[config.mk]
export PLATFORM = sky130hd
export DESIGN_NAME = reg_bus_arbiter
export DESIGN_NICKNAME = d
export VERILOG_FILES = /design/src/rtl/reg_bus_arbiter.sv
export SDC_FILE = /design/constraint.sdc
export NUM_CORES = 1
export LEC_CHECK = 0
export BUFFER_PORTS_ARGS = -buffer_cell sky130_fd_sc_hd__clkbuf_2
export CAP_MARGIN = 40
export CORE_MARGIN = 1.5
export CORE_UTILIZATION = 35
export DETAILED_ROUTE_END_ITERATION = 6
export PLACE_DENSITY = 0.63
export SLEW_MARGIN = 40
export SYNTH_ARGS = -nofsm -noshare
export SYNTH_HDL_FRONTEND = slang
export SYNTH_SLANG_ARGS = --single-unit
[constraint.sdc]
create_clock -name CLK -period 2.8 [get_ports CLK]
set_input_delay 0 -clock CLK [delete_from_list [all_inputs] [get_ports CLK]]
set_output_delay 0 -clock CLK [all_outputs]
set_load 0.02 [all_outputs]
[src/rtl/reg_bus_arbiter.sv]
// Round-robin arbiter sharing the cfg register port between NREQ requesters.
// One access in flight; every output is registered; read data captured RD_LAT cycles after the grant.
module reg_bus_arbiter #(
   parameter int NREQ   = 3,
   parameter int AW     = 8,
   parameter int DW     = 16,
   parameter int RD_LAT = 1
) (
   input  logic              CLK,
   input  logic              rst_n,
   input  logic [NREQ-1:0]   req,
   input  logic [NREQ-1:0]   req_we,
   input  logic [NREQ*AW-1:0] req_addr,
   input  logic [NREQ*DW-1:0] req_wdata,
   output logic [NREQ-1:0]   ack,
   output logic [DW-1:0]     rdata,
   output logic [NREQ-1:0]   gnt,
   output logic              busy,
   output logic              reg_ce,
   output logic              reg_we,
   output logic [AW-1:0]     reg_addr,
   output logic [DW-1:0]     reg_wdata,
   input  logic [DW-1:0]     reg_rdata
);

   localparam int PW = (NREQ > 1) ? $clog2(NREQ) : 1;

   typedef enum logic [1:0] {IDLE, ACCESS, WAIT, DONE} state_t;

   state_t          state, state_d;
   logic [PW-1:0]   ptr, ptr_d, pick;
   logic [2:0]      cnt, cnt_d;
   logic [NREQ-1:0] ack_d, gnt_d, pick_oh;
   logic [DW-1:0]   rdata_d, wdata_d, sel_wdata;
   logic [AW-1:0]   addr_d, sel_addr;
   logic            busy_d, ce_d, we_d, sel_we, found;
   int              rr_idx;

   // First requesting index at or after ptr, wrapping past NREQ-1
   always_comb begin
      found  = 1'b0;
      pick   = '0;
      rr_idx = 0;
      for (int k = 0; k < NREQ; k++) begin
         rr_idx = int'(ptr) + k;
         if (rr_idx >= NREQ) rr_idx = rr_idx - NREQ;
         if (!found && req[rr_idx]) begin
            found = 1'b1;
            pick  = PW'(rr_idx);
         end
      end
   end

   always_comb begin
      pick_oh   = '0;
      sel_we    = 1'b0;
      sel_addr  = '0;
      sel_wdata = '0;
      for (int k = 0; k < NREQ; k++) begin
         if (pick == PW'(k)) begin
            pick_oh[k] = 1'b1;
            sel_we     = req_we[k];
            sel_addr   = req_addr[k*AW +: AW];
            sel_wdata  = req_wdata[k*DW +: DW];
         end
      end
   end

   // gnt holds the winner one-hot for the whole access, so ack is simply a copy of it.
   // The WAIT counter is loaded with RD_LAT-1 and the capture happens on its last count,
   // which puts the sample at the end of the RD_LAT-th cycle after the IDLE decision.
   always_comb begin
      state_d = state;
      ptr_d   = ptr;
      cnt_d   = cnt;
      ack_d   = '0;
      rdata_d = rdata;
      gnt_d   = gnt;
      busy_d  = busy;
      ce_d    = 1'b0;
      we_d    = reg_we;
      addr_d  = reg_addr;
      wdata_d = reg_wdata;
      unique case (state)
         IDLE: begin
            gnt_d  = '0;
            busy_d = 1'b0;
            if (found) begin
               gnt_d   = pick_oh;
               busy_d  = 1'b1;
               ce_d    = 1'b1;
               we_d    = sel_we;
               addr_d  = sel_addr;
               wdata_d = sel_wdata;
               ptr_d   = (pick == PW'(NREQ-1)) ? '0 : pick + PW'(1);
               state_d = ACCESS;
            end
         end
         ACCESS: begin
            if (reg_we) begin
               ack_d   = gnt;
               state_d = DONE;
            end else if (RD_LAT == 1) begin
               rdata_d = reg_rdata;
               ack_d   = gnt;
               state_d = DONE;
            end else begin
               cnt_d   = 3'(RD_LAT - 1);
               state_d = WAIT;
            end
         end
         WAIT: begin
            if (cnt == 3'd1) begin
               rdata_d = reg_rdata;
               ack_d   = gnt;
               state_d = DONE;
            end else begin
               cnt_d = cnt - 3'd1;
            end
         end
         DONE: begin
            gnt_d   = '0;
            busy_d  = 1'b0;
            state_d = IDLE;
         end
         default: state_d = IDLE;
      endcase
   end

   always_ff @(posedge CLK or negedge rst_n) begin
      if (!rst_n) begin
         state     <= IDLE;
         ptr       <= '0;
         cnt       <= '0;
         ack       <= '0;
         rdata     <= '0;
         gnt       <= '0;
         busy      <= 1'b0;
         reg_ce    <= 1'b0;
         reg_we    <= 1'b0;
         reg_addr  <= '0;
         reg_wdata <= '0;
      end else begin
         state     <= state_d;
         ptr       <= ptr_d;
         cnt       <= cnt_d;
         ack       <= ack_d;
         rdata     <= rdata_d;
         gnt       <= gnt_d;
         busy      <= busy_d;
         reg_ce    <= ce_d;
         reg_we    <= we_d;
         reg_addr  <= addr_d;
         reg_wdata <= wdata_d;
      end
   end

endmodule
==> impl_metrics.py, run 1 <==
metrics = {
    "yosys": {
        "synth_common_cells": "dfrtp_1, nand2_1, mux2i_1",
        "synth_edf_count": 0,
        "ys.flop_type": "dfrtp_1",
        "synthCells": 278,
        "ys_warn_count": 0,
        "synth.ff_latch_count": 56,
        "yosysMostFrequentCell": "dfrtp_1",
        "synth.distinct_cells": 40,
        "netlist_area_um2": 2950,
        "synth_seq_area_share_pct": 47.5,
        "synthArstFlopShare_pct": 100,
        "synthTopCellsByArea": "dfrtp_1, mux2i_1, mux2_2",
        "syn_avg_cell_area_um2": 10.6,
        "netlist.area_leader.share_pct": 47.5,
        "synthesis.nets": 385,
        "yosysTopAreaCell": "dfrtp_1",
    },
    "setup_path": {
        "reg2regPathDepth": 8,
        "crit_path_end_kind": "register",
        "worstPathRequired_ps": 2990,
        "crit_path_max_fanout": 31,
        "critPathKind": "register to register",
        "crit_arrival_ps": 2750,
        "critical_path.startpoint_type": "register",
    },
    "global_routing": {
        "track_usage_pct": 19.4,
        "grt_pass1_wl_mm": 13.5,
        "grt_pass1_vias": 2928,
        "antenna_found_initial": 0,
        "grt_max_degree": 39,
        "grt-ovfl-total": 0,
    },
    "detailed_routing": {
        "drt_iter0_drc": 61,
        "wl_per_cell_um": 14.6,
        "firstDrtPassIters": 4,
        "wl_mm": 8.78,
        "vias": 2918,
        "viasPerCell": 4.85,
        "drc": 0,
        "postRouteAntennaNets": 0,
    },
    "timing": {
        "slew_viol_final": 0,
        "fmax_mhz": 390,
        "rsz0062_at_grt": "no",
        "worstMarginPinSlew_ps": 487,
        "layout_min_cycle_time_ps": 2560,
        "setup_tns_ps": 0,
        "clock_skew_ps": 18.4,
        "hold_viol": 0,
        "finalSetupViolations": 0,
        "worst_slack_ps": 238,
        "max_slew_margin_pct": 67.5,
        "period_share_pct": 91.5,
    },
    "power": {
        "ir_drop_v": 0.000428,
        "p_per_area_nw_per_um2": 1040,
        "p_leak_uw": 0.00235,
        "fin_total_pwr_uw": 4810,
    },
    "floorplan": {
        "die_h_um": 94.8,
        "dieArea_um2": 8980,
        "die_x_um": 94.8,
        "io_pins": 145,
        "core-area_um2": 8180,
        "rows": 33,
        "start_util_pct": 36.1,
    },
    "cells_and_area": {
        "antennaDiodeCount": 0,
        "num-fill-cells": 672,
        "finish.instance_area_um2": 4620,
        "drive_above_1_share_pct": 37.0,
        "final_nets": 603,
        "final_cells": 602,
        "areaGrowthSynthToFinish_pct": 56.6,
    },
    "placement": {
        "placed_cells": 517,
        "gp_congestion": 0.816,
        "placed_area_um2": 3750,
        "hpwlAfterDp_mm": 5.47,
        "place_ws_ps": 285,
        "portBuffers": 144,
    },
    "worst_hold_path": {
        "min_path_type": "input port to register",
        "holdPathStages": 3,
    },
    "run_status": {
        "status": "complete, no violations",
    },
    "clocking": {
        "clock_latency_ps": 310,
        "tritoncts": "yes",
        "postCtsHoldBufs": 77,
        "cts_buffers": 5,
        "clk_pin_slew_ps": 110,
        "cts_resized": 0,
        "cts_sinks": 56,
        "postCtsSetupRepairBufs": 0,
        "htree_levels": 2,
        "cts_root_buffer": "clkbuf_8",
        "cts.path.max_buffers": 2,
    },
    "run": {
        "cap_viol_max_count": 0,
    },
}
[layout by cell type, fill, tap and decap left out, types with 2 or more instances in the layout]
master and n:
dfrtp_1 56, dlygate4sd3_1 77, o211a_1 2, o21ai_0 12
xnor2_1 2, o211ai_1 24, ha_1 11, nor2b_1 3
mux2i_1 25, inv_1 10, mux2_2 16, and3_1 2
nand3b_1 2, clkbuf_8 5, nand2_1 41, buf_4 6
o31ai_2 2, nand3_1 23, clkinvlp_4 2, nor2_1 10
a21oi_1 2, clkbuf_2 144
[worst max-delay path, stage by stage, from the launching register on]
cell	delay, ps
dfrtp_1	410
inv_1	80
ha_1	420
nor2b_1	200
and2_1	180
nor4_2	250
a211o_4	490
mux2i_1	280
o211ai_1	120
[path summary, 6_finish.rpt]
check,end,slack [ps],startpoint
setup / recovery,reg_wdata[3],240,ptr[0]
hold / removal,reg_wdata[4],20,req_wdata[4]
setup reg to reg,reg_wdata[3],240,ptr[0]
hold reg to reg,cnt[2],480,cnt[2]
max in group asynchronous,state[1],1760,rst_n
min in group asynchronous,reg_wdata[3],160,rst_n
[power breakdown]
group          switching, µW  internal (µW)
Combinational           1690           1240
Clock                    283            183
Sequential               224           1190
Total                   2200           2610
[metal layers]
| metal | routed length (µm) | track usage [%] | vias up | share of wire (%) |
|---|---|---|---|---|
| li1 | - | - | 1411 | - |
| met1 | 3560 | 22.2 | 1353 | 41 |
| met2 | 4400 | 33.4 | 138 | 50 |
| met3 | 631 | 5.96 | 16 | 7.2 |
| met4 | 191 | 7.71 | 0 | 2.2 |
| met5 | 0 | 0 | - | 0 |
[sequential cells by signal, summed over array words and instances, names as in the netlist]
register   cells
busy           1
reg_wdata     16
reg_addr       8
gnt            3
rdata         16
state          2
cnt            3
ptr            2
reg_ce         1
reg_we         1
ack            3
[cell families (layout without fill, tap and decap cells)]
kind of cell	Yosys count	in the layout	share of synthesized area [%]
simple gates	91	91	14.7
flops	56	56	47.5
compound gates	48	48	12.1
mux	43	43	15.9
buf+inv	27	246	4.58
fa+ha+maj	11	11	4.67
xor+xnor	2	2	0.594
[stage by stage]
stage	hold slack (ps)	util (%)
after floorplan	-296	-
after CTS	4.69	56.5
after global routing	20.1	56.5
final	20.2	56.5
after global placement	-15.7	45.9
after detailed placement	-5.66	45.9
[area by class of cell]
cell class	count	area [µm²]	share of cell area (%)
Clock buffer	5	68.8	1.49
Clock inverter	3	26.3	0.569
Inverter	11	41.3	0.894
Multi-Input combinational cell	195	1410	30.6
Sequential cell	56	1400	30.4
Tap cell	105	131	2.85
Timing Repair Buffer	227	1540	33.3
Power figures use the tool's default switching activity.
==> run 2, diff against run 1 <==
--- a/config.mk
+++ b/config.mk
@@ -11,6 +11,7 @@
 export CORE_UTILIZATION = 35
 export DETAILED_ROUTE_END_ITERATION = 6
 export PLACE_DENSITY = 0.63
+export REMOVE_ABC_BUFFERS = 1
 export SLEW_MARGIN = 40
 export SYNTH_ARGS = -nofsm -noshare
 export SYNTH_HDL_FRONTEND = slang
==> constraint.sdc (replaced) <==
create_clock -name CLK -period 3.22 [get_ports CLK]
set_input_delay 0 -clock CLK [delete_from_list [all_inputs] [get_ports CLK]]
set_output_delay 0 -clock CLK [all_outputs]
set_load 0.02 [all_outputs]
==> run 2 against run 1 <==
Highest routed layer unchanged. Critical path type unchanged. Register-to-register slack improved by 40 ps. Largest power group unchanged. Global-route usage decreased by 2.1 points. Non-clock buffer count decreased by 25.
==> impl_metrics.py, run 2 (synthesis gave the netlist of run 1 again) <==
metrics = {
    "run_status": {
        "status": "complete, no violations",
    },
    "placement": {
        "gp_congestion": 0.797,
        "hpwlAfterDp_mm": 5.45,
        "place_ws_ps": 553,
        "portBuffers": 144,
        "placed_area_um2": 3740,
    },
    "global_routing": {
        "grt-ovfl-total": 0,
        "grt_pass1_wl_mm": 12.1,
        "track_usage_pct": 17.3,
        "grt_max_degree": 39,
        "antenna_found_initial": 0,
        "grt_pass1_vias": 2662,
    },
    "detailed_routing": {
        "drt_iter0_drc": 83,
        "drc": 0,
        "viasPerCell": 4.86,
        "firstDrtPassIters": 4,
        "postRouteAntennaNets": 0,
        "wl_per_cell_um": 13.9,
        "wl_mm": 8.06,
        "vias": 2810,
    },
    "setup_path": {
        "critical_path.startpoint_type": "register",
        "slowest_delay_ps": 560,
        "critPathKind": "register to register",
        "rrSetupSlack_ps": 280,
        "crit_path_end_kind": "register",
        "crit_arrival_ps": 3140,
        "cp_top_family": "buffers and inverters",
        "cp_num_buf_inv": 4,
        "crit_chain": "inv_1 -> ha_1 -> mux2_4 -> mux2i_4 -> and4_1 -> nand2b_4 -> inv_2 -> nand2_2 -> buf_4 -> o211ai_1 -> dlygate4sd3_1",
        "crit_path_max_fanout": 12,
        "worstPathRequired_ps": 3420,
        "slowest_stage": "dlygate4sd3_1",
    },
    "timing": {
        "hold_viol": 0,
        "clock_skew_ps": 6.69,
        "period_share_pct": 91.4,
        "setup_tns_ps": 0,
        "slew_viol_final": 0,
        "hold_ws_ps": 6.33,
        "worstMarginPinSlew_ps": 698,
        "finalSetupViolations": 0,
        "layout_min_cycle_time_ps": 2940,
        "rsz0062_at_grt": "no",
        "fmax_mhz": 340,
        "max_slew_margin_pct": 53.4,
        "worst_slack_ps": 276,
    },
    "floorplan": {
        "start_util_pct": 36.1,
        "dieArea_um2": 8980,
        "rows": 33,
        "core-area_um2": 8180,
        "io_pins": 145,
        "die_h_um": 94.8,
        "die_x_um": 94.8,
    },
    "power": {
        "ir_drop_v": 0.000411,
        "p_per_area_nw_per_um2": 989,
        "p_leak_uw": 0.00226,
    },
    "clocking": {
        "htree_levels": 2,
        "cts_root_buffer": "clkbuf_8",
        "cts.path.max_buffers": 2,
        "clock_latency_ps": 310,
        "clk_pin_slew_ps": 110,
        "cts_sinks": 56,
        "cts_buffers": 5,
        "tritoncts": "yes",
    },
    "cells_and_area": {
        "num-fill-cells": 748,
        "antennaDiodeCount": 0,
        "multiInputGateArea_um2": 1430,
        "finish.instance_area_um2": 4380,
        "final_nets": 579,
        "areaGrowthSynthToFinish_pct": 48.6,
        "finish.utilization_pct": 53.6,
        "drive_above_1_share_pct": 40.6,
        "final_cell_mix": "clkbuf_2, dfrtp_1, dlygate4sd3_1",
        "final_common_cell": "clkbuf_2",
        "reg.largest.list": "rdata: 16 flops, reg_wdata: 16 flops, reg_addr: 8 flops",
        "ff_latch_area_um2": 1400,
    },
    "run": {
        "cap_viol_max_count": 0,
    },
    "worst_hold_path": {
        "min_path_type": "input port to register",
    },
}
-- run 2: cell count changes in the layout (fill, tap and decap cells not counted), sizes merged --
cell,change
dlygate4sd3,-29
buf,+4
a211o,+1
clkinv,+1
clkinvlp,-1
-- run 2: what timing repair did --
item	in CTS	in global routing
setup endpoints to repair	0	5
hold buffers	46	2
resized for setup	0	2
hold endpoints to repair	77	1
buffers inserted	0	6
-- run 2: final cells by class --
cell class | instances | area share [%]
clock buffer | 5 | 1.57
clock inverter | 3 | 0.629
tap | 105 | 3.00
inverter | 11 | 0.943
timing repair buffer | 202 | 29.2
multi-input combinational | 196 | 32.7
sequential | 56 | 32.0
-- run 2: final timing paths --
| path | startpoint | depth (start not counted) | to |
|---|---|---|---|
| setup / recovery | ptr[1] | 11 | reg_wdata[10] |
| hold / removal | req_addr[15] | 3 | reg_addr[7] |
| setup reg to reg | ptr[1] | 11 | reg_wdata[10] |
| hold reg to reg | cnt[2] | 1 | cnt[2] |
| max in group asynchronous | rst_n | 3 | state[1] |
| min in group asynchronous | rst_n | 2 | rdata[11] |
-- run 2: per-stage QoR --
stage / cells / power [µW]
detailed placement: 515 / 3690
CTS: 569 / 4200
global route: 578 / 4670
floorplan: 262 / 2940
finish: 578 / 4330
global placement: 515 / 3630
-- run 2: per-layer routing --
metal	share of wire, %	global-route usage, %	vias up
li1	-	-	1366
met1	41	19.6	1314
met2	52	32.6	118
met3	6.1	3.38	12
met4	1.0	4.60	0
met5	0	0	-
-- run 2: report_power, final --
group	leakage, µW	switching [µW]	internal [µW]
Sequential	0.000685	186	1030
Clock	0.0000463	241	160
Combinational	0.00153	1510	1200
Total	0.00226	1940	2390
-- run 2: worst reg2reg max path, stage by stage, from the launching register on --
cell and delay (ps):
dfrtp_1 420, inv_1 90, ha_1 230, mux2_4 340
mux2i_4 220, and4_1 260, nand2b_4 140, inv_2 40
nand2_2 200, buf_4 250, o211ai_1 110, dlygate4sd3_1 560
==> run 3, diff against run 2 <==
--- a/config.mk
+++ b/config.mk
@@ -7,6 +7,7 @@
 export LEC_CHECK = 0
 export BUFFER_PORTS_ARGS = -buffer_cell sky130_fd_sc_hd__clkbuf_2
 export CAP_MARGIN = 40
+export CORE_ASPECT_RATIO = 0.9
 export CORE_MARGIN = 1.5
 export CORE_UTILIZATION = 35
 export DETAILED_ROUTE_END_ITERATION = 6
==> run 3 against run 2 <==
Critical path depth is 2 lower. Cell count is 3.5% lower. Combinational power is 8.1% lower. Core utilization is 1.4 points lower. Critical endpoint is now reg_wdata[4]. Register-to-register slack better by 360 ps. Non-clock buffer count is 13 lower. Hold slack better by 2.0 ps. Via count is 2.2% lower. Clock skew is 1.6 ps higher. Global-route usage is 0.75 points higher. Clock power is 4% lower. First-iteration DRC count is 12% higher.
==> impl_metrics.py, run 3 (synthesis gave the netlist of run 1 again) <==
metrics = {
    "clocking": {
        "cts.path.max_buffers": 2,
        "cts_sinks": 56,
        "cts_buffers": 5,
        "postCtsSetupRepairBufs": 0,
        "cts_root_buffer": "clkbuf_8",
        "clk_pin_slew_ps": 100,
        "tritoncts": "yes",
        "htree_levels": 2,
        "clock_latency_ps": 300,
    },
    "power": {
        "p_per_area_nw_per_um2": 971,
        "fin_total_pwr_uw": 4110,
        "p_leak_uw": 0.00220,
        "ir_drop_v": 0.000376,
    },
    "setup_path": {
        "reg2regPathDepth": 9,
        "critical_path.startpoint_type": "register",
        "crit_arrival_ps": 2800,
        "crit_path_max_fanout": 14,
        "crit_path_end_kind": "register",
        "worstPathRequired_ps": 3440,
        "critPathKind": "register to register",
    },
    "detailed_routing": {
        "wl_met3_um": 535,
        "top_layer_used": "met4",
        "wl_per_cell_um": 14.5,
        "wl_mm": 8.07,
        "vias": 2747,
        "viasPerCell": 4.92,
        "wl_met1_mm": 3.56,
        "drt_iter0_drc": 93,
        "wl_met2_mm": 3.84,
        "drc": 0,
        "postRouteAntennaNets": 0,
        "firstDrtPassIters": 4,
    },
    "global_routing": {
        "grt_max_degree": 36,
        "track_usage_pct": 18.0,
        "antenna_found_initial": 0,
        "grt_pass1_wl_mm": 13.0,
        "grt-ovfl-total": 0,
        "grt_pass1_vias": 2880,
    },
    "timing": {
        "clock_skew_ps": 8.30,
        "finalSetupViolations": 0,
        "slew_viol_final": 0,
        "worst_slack_ps": 637,
        "rsz0062_at_grt": "no",
        "hold_ws_ps": 8.33,
        "hold_viol": 0,
        "setup_tns_ps": 0,
        "max_slew_margin_pct": 51.4,
        "worstMarginPinSlew_ps": 729,
        "period_share_pct": 80.2,
        "fmax_mhz": 387,
        "layout_min_cycle_time_ps": 2580,
    },
    "placement": {
        "placed_area_um2": 3730,
        "portBuffers": 144,
        "place_ws_ps": 629,
        "gp_congestion": 0.860,
        "hpwlAfterDp_mm": 5.68,
    },
    "cells_and_area": {
        "finish.instance_area_um2": 4230,
        "final_cell_mix": "clkbuf_2, dfrtp_1, nand2_1, dlygate4sd3_1, mux2i_1",
        "final_common_cell": "clkbuf_2",
        "areaGrowthSynthToFinish_pct": 43.5,
        "drive_above_1_share_pct": 39.2,
        "final_nets": 565,
        "antennaDiodeCount": 0,
        "reg.largest.list": "rdata: 16 flops, reg_wdata: 16 flops, reg_addr: 8 flops",
    },
    "floorplan": {
        "rows": 31,
        "core-area_um2": 8110,
        "io_pins": 145,
        "die_h_um": 90.1,
        "die_x_um": 99.7,
        "dieArea_um2": 8980,
        "start_util_pct": 36.4,
    },
    "worst_hold_path": {
        "min_path_type": "input port to register",
        "holdPathStages": 3,
    },
    "run_status": {
        "status": "complete, no violations",
    },
    "run": {
        "cap_viol_max_count": 0,
    },
}
run 3: cell types whose count changed in the layout (fill, tap and decap cells not counted), sizes merged:
cell | previous run | this run
buf | 10 | 4
dlygate4sd3 | 48 | 41
inv | 12 | 11
a211o | 2 | 1
clkinv | 1 | 0
clkbuf | 149 | 152
clkinvlp | 1 | 0
run 3: worst paths after layout:
path	from	to	slack, ps
max	ptr[0]	reg_wdata[4]	640
min	req_wdata[23]	reg_wdata[7]	8
max reg2reg	ptr[0]	reg_wdata[4]	640
min reg2reg	cnt[2]	cnt[2]	480
max in group asynchronous	rst_n	rdata[13]	2330
min in group asynchronous	rst_n	ack[0]	230
run 3: what timing repair did:
item                                    in CTS  in global routing
gates resized for setup                      0                  0
hold endpoints to repair                    74                  0
endpoints found under the setup margin       0                  0
hold buffers                                41                  0
run 3: power by group:
part | switching [µW] | total (µW) | internal [µW]
logic | 1460 | 2490 | 1030
clock network | 210 | 386 | 176
registers | 197 | 1230 | 1030
run 3: per-layer routing:
metal | vias up | GRT usage [%]
met5 | - | 0
met4 | 0 | 5.40
met3 | 12 | 4.59
met2 | 122 | 31.1
met1 | 1277 | 22.0
li1 | 1336 | -
run 3: area by class of cell:
cell class / instances / area (µm²)
fill: 722 / 3870
multi-input combinational: 195 / 1410
sequential: 56 / 1400
timing repair buffer: 189 / 1160
tap: 99 / 124
clock buffer: 8 / 90.1
inverter: 11 / 41.3
run 3: stage by stage:
| step | util, % | instances |
|---|---|---|
| 2_1_floorplan | - | 262 |
| 3_3_place_gp | 46.0 | 509 |
| 3_5_place_dp | 46.0 | 509 |
| 4_1_cts | 52.2 | 558 |
| 5_1_grt | 52.2 | 558 |
| 6_report | 52.2 | 558 |
run 3: critical path, cell delays in order (launching register included):
cell	delay [ps]
dfrtp_1	410
inv_1	80
ha_1	460
nor2b_1	200
o211ai_2	100
a21boi_1	300
or2_1	450
buf_4	290
nand3_1	100
o211ai_1	110
